### src/rtl/sdram_port_arbiter.sv
// Two-client round-robin arbiter in front of a single SDRAM controller port.
// Latches the winning burst, forwards it, and masks stale requests for two cycles after each burst.
module sdram_port_arbiter #(
  parameter int DW  = 16,
  parameter int TMO = 255
) (
  input  logic          clk,
  input  logic          rst_n,
  input  logic          init_done,

  input  logic          c0_wr_req,
  input  logic          c0_rd_req,
  input  logic [23:0]   c0_wr_addr,
  input  logic [23:0]   c0_rd_addr,
  input  logic [9:0]    c0_wr_len,
  input  logic [9:0]    c0_rd_len,
  input  logic [DW-1:0] c0_din,
  output logic          c0_wr_ack,
  output logic          c0_rd_ack,
  output logic [DW-1:0] c0_dout,

  input  logic          c1_wr_req,
  input  logic          c1_rd_req,
  input  logic [23:0]   c1_wr_addr,
  input  logic [23:0]   c1_rd_addr,
  input  logic [9:0]    c1_wr_len,
  input  logic [9:0]    c1_rd_len,
  input  logic [DW-1:0] c1_din,
  output logic          c1_wr_ack,
  output logic          c1_rd_ack,
  output logic [DW-1:0] c1_dout,

  output logic          m_wr_req,
  output logic          m_rd_req,
  input  logic          m_wr_ack,
  input  logic          m_rd_ack,
  output logic [23:0]   m_wr_addr,
  output logic [23:0]   m_rd_addr,
  output logic [9:0]    m_wr_len,
  output logic [9:0]    m_rd_len,
  output logic [DW-1:0] m_din,
  input  logic [DW-1:0] m_dout,

  output logic          grant_id,
  output logic          busy,
  output logic          tmo_err
);

  // state | meaning
  // IDLE  | waiting for init_done and a client request
  // REQ   | m_*_req asserted, waiting for controller ack
  // BUSY  | burst running, waiting for ack to fall
  // HOLD  | two quiet cycles so stale client requests are ignored
  typedef enum logic [1:0] {IDLE, REQ, BUSY, HOLD} state_t;

  localparam logic [7:0] TMO_LAST = 8'(TMO - 1);

  state_t      state;
  logic        rr;
  logic        dir_wr;
  logic [7:0]  cnt;
  logic        hold_cnt;

  logic [1:0]  wr_v;
  logic [1:0]  rd_v;
  logic        win_valid;
  logic        win_id;
  logic        win_wr;
  logic [23:0] win_addr;
  logic [9:0]  win_len;
  logic        gnt_req;
  logic        gnt_ack;
  logic        in_burst;

  assign wr_v = {c1_wr_req, c0_wr_req};
  assign rd_v = {c1_rd_req, c0_rd_req};

  // Client rr is examined first; within a client a write beats a read.
  always_comb begin
    win_valid = 1'b0;
    win_id    = rr;
    win_wr    = 1'b0;
    if (wr_v[rr]) begin
      win_valid = 1'b1;
      win_id    = rr;
      win_wr    = 1'b1;
    end else if (rd_v[rr]) begin
      win_valid = 1'b1;
      win_id    = rr;
      win_wr    = 1'b0;
    end else if (wr_v[~rr]) begin
      win_valid = 1'b1;
      win_id    = ~rr;
      win_wr    = 1'b1;
    end else if (rd_v[~rr]) begin
      win_valid = 1'b1;
      win_id    = ~rr;
      win_wr    = 1'b0;
    end
  end

  always_comb begin
    win_addr = c0_wr_addr;
    win_len  = c0_wr_len;
    case ({win_id, win_wr})
      2'b01:   begin win_addr = c0_wr_addr; win_len = c0_wr_len; end
      2'b00:   begin win_addr = c0_rd_addr; win_len = c0_rd_len; end
      2'b11:   begin win_addr = c1_wr_addr; win_len = c1_wr_len; end
      default: begin win_addr = c1_rd_addr; win_len = c1_rd_len; end
    endcase
  end

  assign gnt_req = dir_wr ? wr_v[grant_id] : rd_v[grant_id];
  assign gnt_ack = dir_wr ? m_wr_ack : m_rd_ack;

  always_ff @(posedge clk or negedge rst_n) begin
    if (!rst_n) begin
      state     <= IDLE;
      rr        <= 1'b0;
      grant_id  <= 1'b0;
      dir_wr    <= 1'b0;
      cnt       <= 8'd0;
      hold_cnt  <= 1'b0;
      m_wr_req  <= 1'b0;
      m_rd_req  <= 1'b0;
      m_wr_addr <= 24'd0;
      m_rd_addr <= 24'd0;
      m_wr_len  <= 10'd0;
      m_rd_len  <= 10'd0;
      tmo_err   <= 1'b0;
    end else begin
      case (state)
        IDLE: begin
          if (init_done && win_valid) begin
            state    <= REQ;
            grant_id <= win_id;
            dir_wr   <= win_wr;
            cnt      <= 8'd0;
            if (win_wr) begin
              m_wr_req  <= 1'b1;
              m_wr_addr <= win_addr;
              m_wr_len  <= win_len;
            end else begin
              m_rd_req  <= 1'b1;
              m_rd_addr <= win_addr;
              m_rd_len  <= win_len;
            end
          end
        end
        REQ: begin
          if (gnt_ack) begin
            m_wr_req <= 1'b0;
            m_rd_req <= 1'b0;
            state    <= BUSY;
          end else if (!gnt_req) begin
            m_wr_req <= 1'b0;
            m_rd_req <= 1'b0;
            state    <= IDLE;
          end else if (cnt == TMO_LAST) begin
            m_wr_req <= 1'b0;
            m_rd_req <= 1'b0;
            tmo_err  <= 1'b1;
            rr       <= ~rr;
            hold_cnt <= 1'b0;
            state    <= HOLD;
          end else begin
            cnt <= cnt + 8'd1;
          end
        end
        // BUSY is only entered with ack sampled high, so a low sample here is the falling edge.
        BUSY: begin
          if (!gnt_ack) begin
            rr       <= ~grant_id;
            hold_cnt <= 1'b0;
            state    <= HOLD;
          end
        end
        HOLD: begin
          if (hold_cnt) state <= IDLE;
          else          hold_cnt <= 1'b1;
        end
        default: state <= IDLE;
      endcase
    end
  end

  assign busy     = (state != IDLE);
  assign in_burst = (state == REQ) || (state == BUSY);

  assign c0_wr_ack = m_wr_ack & in_burst &  dir_wr & ~grant_id;
  assign c0_rd_ack = m_rd_ack & in_burst & ~dir_wr & ~grant_id;
  assign c1_wr_ack = m_wr_ack & in_burst &  dir_wr &  grant_id;
  assign c1_rd_ack = m_rd_ack & in_burst & ~dir_wr &  grant_id;

  assign m_din   = grant_id ? c1_din : c0_din;
  assign c0_dout = m_dout;
  assign c1_dout = m_dout;

endmodule

### config.mk
export PLATFORM = sky130hd
export DESIGN_NAME = sdram_port_arbiter
export DESIGN_NICKNAME = d
export VERILOG_FILES = /design/src/rtl/sdram_port_arbiter.sv
export SDC_FILE = /design/constraint.sdc
export NUM_CORES = 1
export LEC_CHECK = 0
export ABC_AREA = 1
export BUFFER_PORTS_ARGS = -buffer_cell sky130_fd_sc_hd__buf_2
export CAP_MARGIN = 25
export CELL_PAD_IN_SITES_DETAIL_PLACEMENT = 1
export CELL_PAD_IN_SITES_GLOBAL_PLACEMENT = 1
export CORE_ASPECT_RATIO = 1.75
export CORE_UTILIZATION = 29
export DETAILED_ROUTE_END_ITERATION = 8
export PLACE_DENSITY_LB_ADDON = 0.1
export SETUP_SLACK_MARGIN = 0.3
export SKIP_CTS_REPAIR_TIMING = 1
export SYNTH_ARGS = -nofsm -noshare
export SYNTH_HDL_FRONTEND = slang
export SYNTH_SLANG_ARGS = --single-unit
### constraint.sdc
create_clock -name clk -period 2.1 [get_ports clk]
set_clock_uncertainty 0.15 [all_clocks]
set_input_delay 0.105 -clock clk [delete_from_list [all_inputs] [get_ports clk]]
set_output_delay 0.105 -clock clk [all_outputs]
set_load 0.005 [all_outputs]
==> results of run 1 <==
[state kept, by name (all words and copies together), names as in the netlist, named ones only]
register   count
m_rd_req       1
m_wr_len      10
m_rd_addr     24
state          1
m_wr_req       1
rr             1
hold_cnt       1
m_rd_len      10
grant_id       1
tmo_err        1
cnt            8
m_wr_addr     24
dir_wr         1
[Yosys cell counts (all sizes together)]
library cell and n:
xor2 4, nor2 43, clkbuf 6, o21bai 1, nor3 2, nand2 311, nand4 2, a21oi 5
nand3 166, xnor2 2, o31ai 2, buf 65, ha 6, nand3b 5, inv 69, a31oi 1
dfrtp 85, o21ai 28, clkinv 1
[cells in the final DEF, fill, tap and decap left out, types with 2 or more instances in the layout]
| cell type | count |
|---|---|
| a21oi_1 | 4 |
| buf_12 | 9 |
| buf_2 | 268 |
| buf_4 | 28 |
| buf_6 | 7 |
| buf_8 | 2 |
| bufinv_16 | 2 |
| clkbuf_16 | 16 |
| clkinv_2 | 2 |
| clkinvlp_4 | 3 |
| dfrtp_1 | 83 |
| dfrtp_2 | 2 |
| dlygate4sd3_1 | 30 |
| ha_1 | 4 |
| inv_1 | 58 |
| inv_2 | 7 |
| inv_4 | 2 |
| inv_6 | 2 |
| nand2_1 | 282 |
| nand2_2 | 17 |
| nand2_4 | 11 |
| nand3_1 | 132 |
| nand3_2 | 33 |
| nand3b_1 | 5 |
| nand4_1 | 2 |
| nor2_1 | 26 |
| nor2_2 | 6 |
| nor2_4 | 12 |
| o21ai_0 | 12 |
| o21ai_1 | 10 |
| o21ai_2 | 6 |
| o31ai_1 | 2 |
| xnor2_1 | 2 |
| xor2_1 | 4 |
[per-stage QoR]
stage               util, %  std cells  instance area, um2  setup WS [ps]  total power [mW]
floorplan                 -        804                5470            320              5.96
global placement       37.5       1267                6930            111              8.15
detailed placement     37.5       1267                6930           74.9              8.23
CTS                    39.2       1283                7260           48.7              10.1
global route           45.3       1340                8370           60.2              12.3
finish                 45.3       1340                8370            171              11.3
[where the power goes]
part	internal (mW)	total [mW]	leakage (nW)	switching, mW
sequential	2.32	2.78	1.07	0.452
combinational	2.82	6.79	3.44	3.97
clock	1.05	1.77	0.152	0.721
[cell type report]
| cell class | instances | share of cell area [%] |
|---|---|---|
| multi-input cells | 579 | 36.1 |
| repair buffers | 351 | 27.7 |
| flip-flops and latches | 85 | 25.4 |
| well taps | 238 | 3.56 |
| inverters | 70 | 3.35 |
| clock buffers | 9 | 2.69 |
| clock inverters | 7 | 1.17 |
| diodes | 1 | 0.0299 |
[kinds of logic (layout without fill, tap and decap cells)]
group                      Yosys count  in the layout  share of synthesized area [%]
AOI/OAI and AO/OA                   37             37                           3.83
adders and majority gates            6              6                           1.37
other                                0              1                              0
DFF                                 85             85                           38.9
and+or+nand+nor                    529            530                           41.6
buffers and inverters              141            437                           13.3
xor gates and xnor gates             6              6                          0.962
[worst paths after layout]
check / slack [ps] / start / cells past startpoint / endpoint
setup / recovery: 170 / rr / 12 / m_wr_addr[5]
hold / removal: -40 / c1_rd_addr[13] / 5 / m_wr_addr[13]
setup reg to reg: 170 / rr / 12 / m_wr_addr[5]
hold reg to reg: 320 / m_wr_len[6] / 2 / m_wr_len[6]
max in group asynchronous: 1120 / rst_n / 3 / m_wr_len[6]
min in group asynchronous: 110 / rst_n / 2 / m_wr_addr[18]
[layer usage]
| layer | GRT usage (%) | share of wire [%] | vias to the layer above |
|---|---|---|---|
| li1 | - | - | 3102 |
| met1 | 24.5 | 37 | 3050 |
| met2 | 42.5 | 54 | 231 |
| met3 | 4.68 | 5.4 | 41 |
| met4 | 10.9 | 3.3 | 4 |
| met5 | 0 | 0.071 | - |
[critical path, cell delays in order (launching register included)]
cell and delay, ps:
dfrtp_2 470, inv_2 90, nand2_2 80, nand2_4 70
nand2_4 70, nand2_4 80, buf_12 130, nor2_4 110
buf_12 150, clkbuf_16 180, nand2_1 100, nand3_2 80
nand2_1 50
==> results.json, run 1 <==
{
  "slew_headroom_pct": 68.0,
  "synth-seq-cells": 85,
  "clock.fmax_mhz": 518,
  "drt-total-wl_mm": 23.8,
  "hold_violations": 25,
  "cts_inserted_buffers": 9,
  "drt_iter0_drc": 197,
  "clock-root-buffer": "clkbuf_16",
  "multiInputGateArea_um2": 3020,
  "syn_area_um2": 5460,
  "area_growth_syn_to_layout_pct": 53.3,
  "post-route-min-period_ps": 1930,
  "grt_pass1_vias": 6538,
  "critPathRequiredTime_ps": 2180,
  "grt_usage_pct": 23.0,
  "die_width_um": 106,
  "outcome": "finished, violations left",
  "worst_slew_pin_slew_ps": 480,
  "syn_nets": 1003,
  "yosys-top-cells-area": "dfrtp_1, nand2_1, nand3_1, buf_4, inv_1",
  "clk_pin_slew_worst_paths_ps": 70,
  "synth_seq_area_share_pct": 38.9,
  "failed_checks": "negative hold slack",
  "crit_type": "reg2reg",
  "die_area_um2": 19400,
  "rows": 66,
  "setup_tns_ps": 0,
  "synthCells": 804,
  "grt_max_degree": 37,
  "overflow": 0,
  "grt_pass1_wl_mm": 34.2,
  "htreeDepth": 3,
  "crit_path_start_kind": "register",
  "regArea_um2": 2130,
  "hp-class": "in2reg",
  "die_h_um": 184,
  "drc": 0,
  "clock_tree.buffer_depth": 2,
  "slew_viol_final": 0,
  "cp-end-kind": "register",
  "antenna_found_initial": 3,
  "clock-sinks": 85,
  "start_util_pct": 29.5,
  "rsz0062_at_grt": "yes",
  "leakage_nw": 4.67,
  "vias": 6428,
  "routedWlPerCell_um": 17.8,
  "ant_nets": 0,
  "synth_cell_type_count": 31,
  "synth_area_per_cell_um2": 6.79,
  "nets": 1295,
  "maxCapViolations": 0,
  "gp_congestion": 0.837,
  "io_pins": 318,
  "drive_gt1_share_pct": 40.1,
  "period_share_pct": 91.9,
  "synth_top_cell_area_share_pct": 38.9,
  "cp_max_fo": 7,
  "irDropWorstVdd_mv": 0.570,
  "portBuffers": 269,
  "core_region_area_um2": 18500,
  "dr.pass1.iters": 6,
  "synth_warnings": 0,
  "dp_hpwl_mm": 16.4,
  "cts_tree": "yes",
  "whs_ps": -43.2,
  "setup_viol": 0,
  "power.density_nw_per_um2": 1350,
  "num-fill-cells": 2373,
  "crit_arrival_ps": 2010,
  "viasPerCell": 4.80,
  "worstSkewPairLatency_ps": 340,
  "synth_top_cell_by_area": "dfrtp_1"
}
(Power assumes the default switching activity.)
==> inputs of run 2 (changes only) <==
--- a/config.mk
+++ b/config.mk
@@ -13,6 +13,7 @@
 export CORE_ASPECT_RATIO = 1.75
 export CORE_UTILIZATION = 29
 export DETAILED_ROUTE_END_ITERATION = 8
+export GPL_TIMING_DRIVEN = 0
 export PLACE_DENSITY_LB_ADDON = 0.1
 export SETUP_SLACK_MARGIN = 0.3
 export SKIP_CTS_REPAIR_TIMING = 1
==> results.json, run 2 (same netlist as run 1, synthesis figures left out) <==
{
  "outcome": "finished, violations left",
  "failed_checks": "negative hold slack",
  "worst_slew_pin_slew_ps": 577,
  "slew_viol_final": 0,
  "placed_cell_area_um2": 7300,
  "antenna_found_initial": 1,
  "clock-sinks": 85,
  "hold_violations": 40,
  "drive_gt1_share_pct": 41.7,
  "cp-end-kind": "register",
  "rows": 66,
  "clock-root-buffer": "clkbuf_16",
  "min_path_cells": 5,
  "hp-class": "in2reg",
  "slew_headroom_pct": 61.5,
  "viasPerCell": 4.77,
  "power.density_nw_per_um2": 1340,
  "die_h_um": 184,
  "clk_pin_slew_worst_paths_ps": 70,
  "critPathRequiredTime_ps": 2190,
  "start_util_pct": 29.5,
  "leakage_nw": 4.88,
  "crit_path_start_kind": "register",
  "overflow": 0,
  "setup_viol": 0,
  "r2r_cells": 14,
  "rsz0062_at_grt": "yes",
  "r2r-end": "m_rd_addr[16]",
  "die_area_um2": 19400,
  "core_region_area_um2": 18500,
  "hold_path_end": "m_wr_addr[11]",
  "clock_tree.buffer_depth": 2,
  "m1WireLength_mm": 9.02,
  "whs_ps": -48.1,
  "final_cells": 1398,
  "num-fill-cells": 2456,
  "io_pins": 318,
  "crit_arrival_ps": 2030,
  "clock.fmax_mhz": 516,
  "htreeDepth": 3,
  "irDropWorstVdd_mv": 0.531,
  "cts_tree": "yes",
  "diodes": 0,
  "drt-total-wl_mm": 24.3,
  "hold_path_startpoint": "c1_rd_addr[11]",
  "area_growth_syn_to_layout_pct": 57.4,
  "drc": 0,
  "cp_max_fo": 8,
  "die_width_um": 106,
  "worstSkewPairLatency_ps": 350,
  "final_area_um2": 8600,
  "route.met2.wl_mm": 13.3,
  "grt_pass1_wl_mm": 35.7,
  "final_util_pct": 46.5,
  "gp_congestion": 0.799,
  "dr.pass1.iters": 4,
  "top_layer_used": "met4",
  "r2r-start": "rr",
  "grt_max_degree": 46,
  "grt_usage_pct": 24.4,
  "routedWlPerCell_um": 17.4,
  "power_mw": 11.5,
  "wl_met3_mm": 1.32,
  "final_common_cell": "buf_2",
  "ant_nets": 0,
  "rrSetupSlack_ps": 160,
  "vias": 6668,
  "cts_inserted_buffers": 9,
  "grt_pass1_vias": 6621,
  "final_cell_mix": "buf_2, nand2_1, nand3_1, dfrtp_1, inv_1",
  "dp_cells": 1344,
  "portBuffers": 301,
  "period_share_pct": 92.2,
  "nets": 1357,
  "maxCapViolations": 0,
  "drt_iter0_drc": 245,
  "crit_type": "reg2reg",
  "post-route-min-period_ps": 1940,
  "dp_hpwl_mm": 18.6,
  "reg_top3": "m_rd_addr: 24 flops, m_wr_addr: 24 flops"
}
[run 2: cell count changes in the layout (fill, tap and decap cells not counted), moves of 4 or more]
cell,previous run,this run
nor2_2,6,2
inv_4,2,6
buf_4,28,46
dlygate4sd3_1,30,22
buf_2,268,302
nand2_2,17,13
nand2_4,11,4
nor2_1,26,30
o21ai_2,6,2
clkbuf_4,0,11
nand2_1,282,294
buf_6,7,15
[run 2: per-layer routing]
layer	up-vias	GRT usage (%)
li1	3226	-
met1	3175	25.6
met2	236	47.9
met3	31	3.90
met4	0	8.89
met5	-	0
[run 2: layout make-up]
type                    count  area (um2)  area share (%)
clock inverters             2        60.1           0.699
plain buffers              71         636            7.39
clock buffers              11         243            2.82
well taps                 238         298            3.46
inverters                  70         278            3.23
flip-flops and latches     85        2130            24.8
multi-input cells         578        2920            34.0
repair buffers            343        2030            23.6
[run 2: through the flow]
| stage | worst slack [ps] | setup TNS, ps |
|---|---|---|
| 4_1_cts | -404 | -19170 |
| 3_3_place_gp | -365 | -27070 |
| 5_1_grt | 84.8 | 0 |
| 3_5_place_dp | -376 | -16630 |
| 2_1_floorplan | 320 | 0 |
| 6_report | 163 | 0 |
[run 2: how the worst max path moves through the flow]
stage,start,end,slack (ps)
after floorplan,state[0],m_wr_addr[4],320
after global placement,state[0],m_rd_addr[21],-370
after detailed placement,state[0],m_rd_addr[18],-380
after CTS,state[0],m_rd_addr[18],-400
after global routing,rr,m_rd_addr[16],80
final,rr,m_rd_addr[16],160
[run 2: power breakdown]
part | total [mW] | internal (mW) | switching [mW]
registers | 2.73 | 2.32 | 0.407
clock network | 1.72 | 1.06 | 0.663
logic | 7.06 | 2.93 | 4.12
[run 2: critical path, cell delays in order (launching register included)]
cell       delay [ps]
dfrtp_1           370
buf_6             140
nand2_4            60
inv_4              30
nor2_4            130
nand2_2            90
nand2_4           130
buf_12            140
clkbuf_16         150
buf_12            110
nand2_2            50
nand2_2            60
nand2_2            70
nand3_2            60
nand2_1            50
==> inputs of run 3 (changes only) <==
--- a/config.mk
+++ b/config.mk
@@ -6,13 +6,12 @@
 export NUM_CORES = 1
 export LEC_CHECK = 0
 export ABC_AREA = 1
-export BUFFER_PORTS_ARGS = -buffer_cell sky130_fd_sc_hd__buf_2
 export CAP_MARGIN = 25
 export CELL_PAD_IN_SITES_DETAIL_PLACEMENT = 1
 export CELL_PAD_IN_SITES_GLOBAL_PLACEMENT = 1
-export CORE_ASPECT_RATIO = 1.75
-export CORE_UTILIZATION = 29
+export CORE_UTILIZATION = 37
 export DETAILED_ROUTE_END_ITERATION = 8
+export DONT_BUFFER_PORTS = 1
 export GPL_TIMING_DRIVEN = 0
 export PLACE_DENSITY_LB_ADDON = 0.1
 export SETUP_SLACK_MARGIN = 0.3
==> results.json, run 3 (same netlist as run 1, synthesis figures left out) <==
{
  "outcome": "finished, violations left",
  "failed_checks": "negative hold slack",
  "antenna_found_initial": 0,
  "slew_headroom_pct": 73.4,
  "clock-sinks": 85,
  "cts_inserted_buffers": 9,
  "dr.pass1.iters": 4,
  "area_growth_syn_to_layout_pct": 46.5,
  "layout_setup_ws_ps": 67.9,
  "hold_violations": 95,
  "clock.fmax_mhz": 492,
  "irDropWorstVdd_mv": 0.703,
  "maxCapViolations": 0,
  "regArea_um2": 2130,
  "drt_iter0_drc": 315,
  "whs_ps": -692,
  "reg_top3": "m_rd_addr: 24 flops, m_wr_addr: 24 flops",
  "start_util_pct": 37.7,
  "routedWlPerCell_um": 21.6,
  "gp_congestion": 0.883,
  "r2r-start": "rr",
  "portBuffers": 0,
  "final_cells": 1129,
  "crit_arrival_ps": 2110,
  "die_h_um": 124,
  "rrSetupSlack_ps": 70,
  "dp_slack_ps": -236,
  "grt_usage_pct": 26.7,
  "ant_nets": 0,
  "final_util_pct": 55.3,
  "post-route-min-period_ps": 2030,
  "grt_max_degree": 86,
  "period_share_pct": 96.8,
  "r2r_cells": 11,
  "startpoint": "rr",
  "worstSkewPairLatency_ps": 340,
  "cp-end-kind": "register",
  "crit_path_start_kind": "register",
  "slew_viol_final": 0,
  "cp_max_fo": 10,
  "clock-root-buffer": "clkbuf_16",
  "rows": 44,
  "multiInputGateArea_um2": 3060,
  "placed_cell_area_um2": 5700,
  "r2r-end": "m_rd_len[5]",
  "num-fill-cells": 1738,
  "core_region_area_um2": 14500,
  "htreeDepth": 3,
  "nets": 1140,
  "drc": 0,
  "setup_tns_ps": 0,
  "hp-class": "in2async",
  "worst_slew_pin_slew_ps": 397,
  "overflow": 0,
  "final_common_cell": "nand2_1",
  "power.density_nw_per_um2": 1400,
  "crit_type": "reg2reg",
  "setup_viol": 0,
  "vias": 6218,
  "cts_tree": "yes",
  "viasPerCell": 5.51,
  "clock_tree.buffer_depth": 2,
  "die_area_um2": 15300,
  "final_area_um2": 8000,
  "dp_hpwl_mm": 15.7,
  "clk_pin_slew_worst_paths_ps": 60,
  "drive_gt1_share_pct": 21.5,
  "grt_pass1_wl_mm": 29.9,
  "drt-total-wl_mm": 24.3,
  "io_pins": 318,
  "leakage_nw": 4.06,
  "power_mw": 11.2,
  "die_width_um": 124,
  "dp_cells": 988,
  "final_cell_mix": "nand2_1, nand3_1, dlygate4sd3_1, dfrtp_1, inv_1",
  "critPathRequiredTime_ps": 2180,
  "rsz0062_at_grt": "yes",
  "grt_pass1_vias": 5458
}
==> run 3: cell types whose count changed in the layout (fill, tap and decap cells not counted), moves of 3 or more <==
cell / before / now
buf_2: 302 / 3
buf_4: 46 / 53
clkbuf_4: 11 / 3
dlygate4sd3_1: 22 / 109
inv_4: 6 / 3
nand2_1: 294 / 290
nand2_2: 13 / 16
nand3_1: 133 / 119
nand3_2: 30 / 43
nor2_1: 30 / 26
o21ai_0: 14 / 11
o21ai_1: 11 / 15
==> run 3: worst max-delay path, stage by stage (launching register included) <==
cell and delay (ps):
dfrtp_1 370, buf_6 140, nand2_2 60, inv_2 50, nor2_4 140, a21oi_4 100, buf_12 140, buf_6 150
o21ai_1 290, nand3_2 140, nand3_1 120, nand2_1 70
==> run 3: area by class of cell <==
type	instances	area share (%)
Antenna cell	1	0.0313
Buffer	71	8.32
Clock buffer	10	2.99
Clock inverter	4	1.22
Inverter	70	3.44
Multi-Input combinational cell	578	38.3
Sequential cell	85	26.6
Tap cell	184	2.88
Timing Repair Buffer	126	16.3
==> run 3: layer usage <==
| layer | part of all wire (%) | routed length [um] | track usage (%) | up-vias |
|---|---|---|---|---|
| li1 | - | - | - | 2792 |
| met1 | 40 | 9720 | 32.1 | 3081 |
| met2 | 51 | 12400 | 45.3 | 280 |
| met3 | 6.3 | 1520 | 6.92 | 65 |
| met4 | 3.0 | 739 | 10.8 | 0 |
| met5 | 0 | 0 | 0 | - |
==> run 3: worst max-delay path by stage <==
stage                    end  slack (ps)  cells after the start
6_report         m_rd_len[5]          70                     11
2_1_floorplan   m_wr_addr[4]         320                      8
4_1_cts        m_rd_addr[17]        -260                      8
5_1_grt          m_rd_len[5]           3                     11
3_3_place_gp   m_rd_addr[11]        -180                      8
3_5_place_dp   m_rd_addr[17]        -240                      8
==> run 3: power by group <==
part           total (mW)  internal [mW]  switching, mW
Clock                1.84           1.18          0.659
Combinational        6.33           2.46           3.87
Sequential           3.02           2.33          0.696
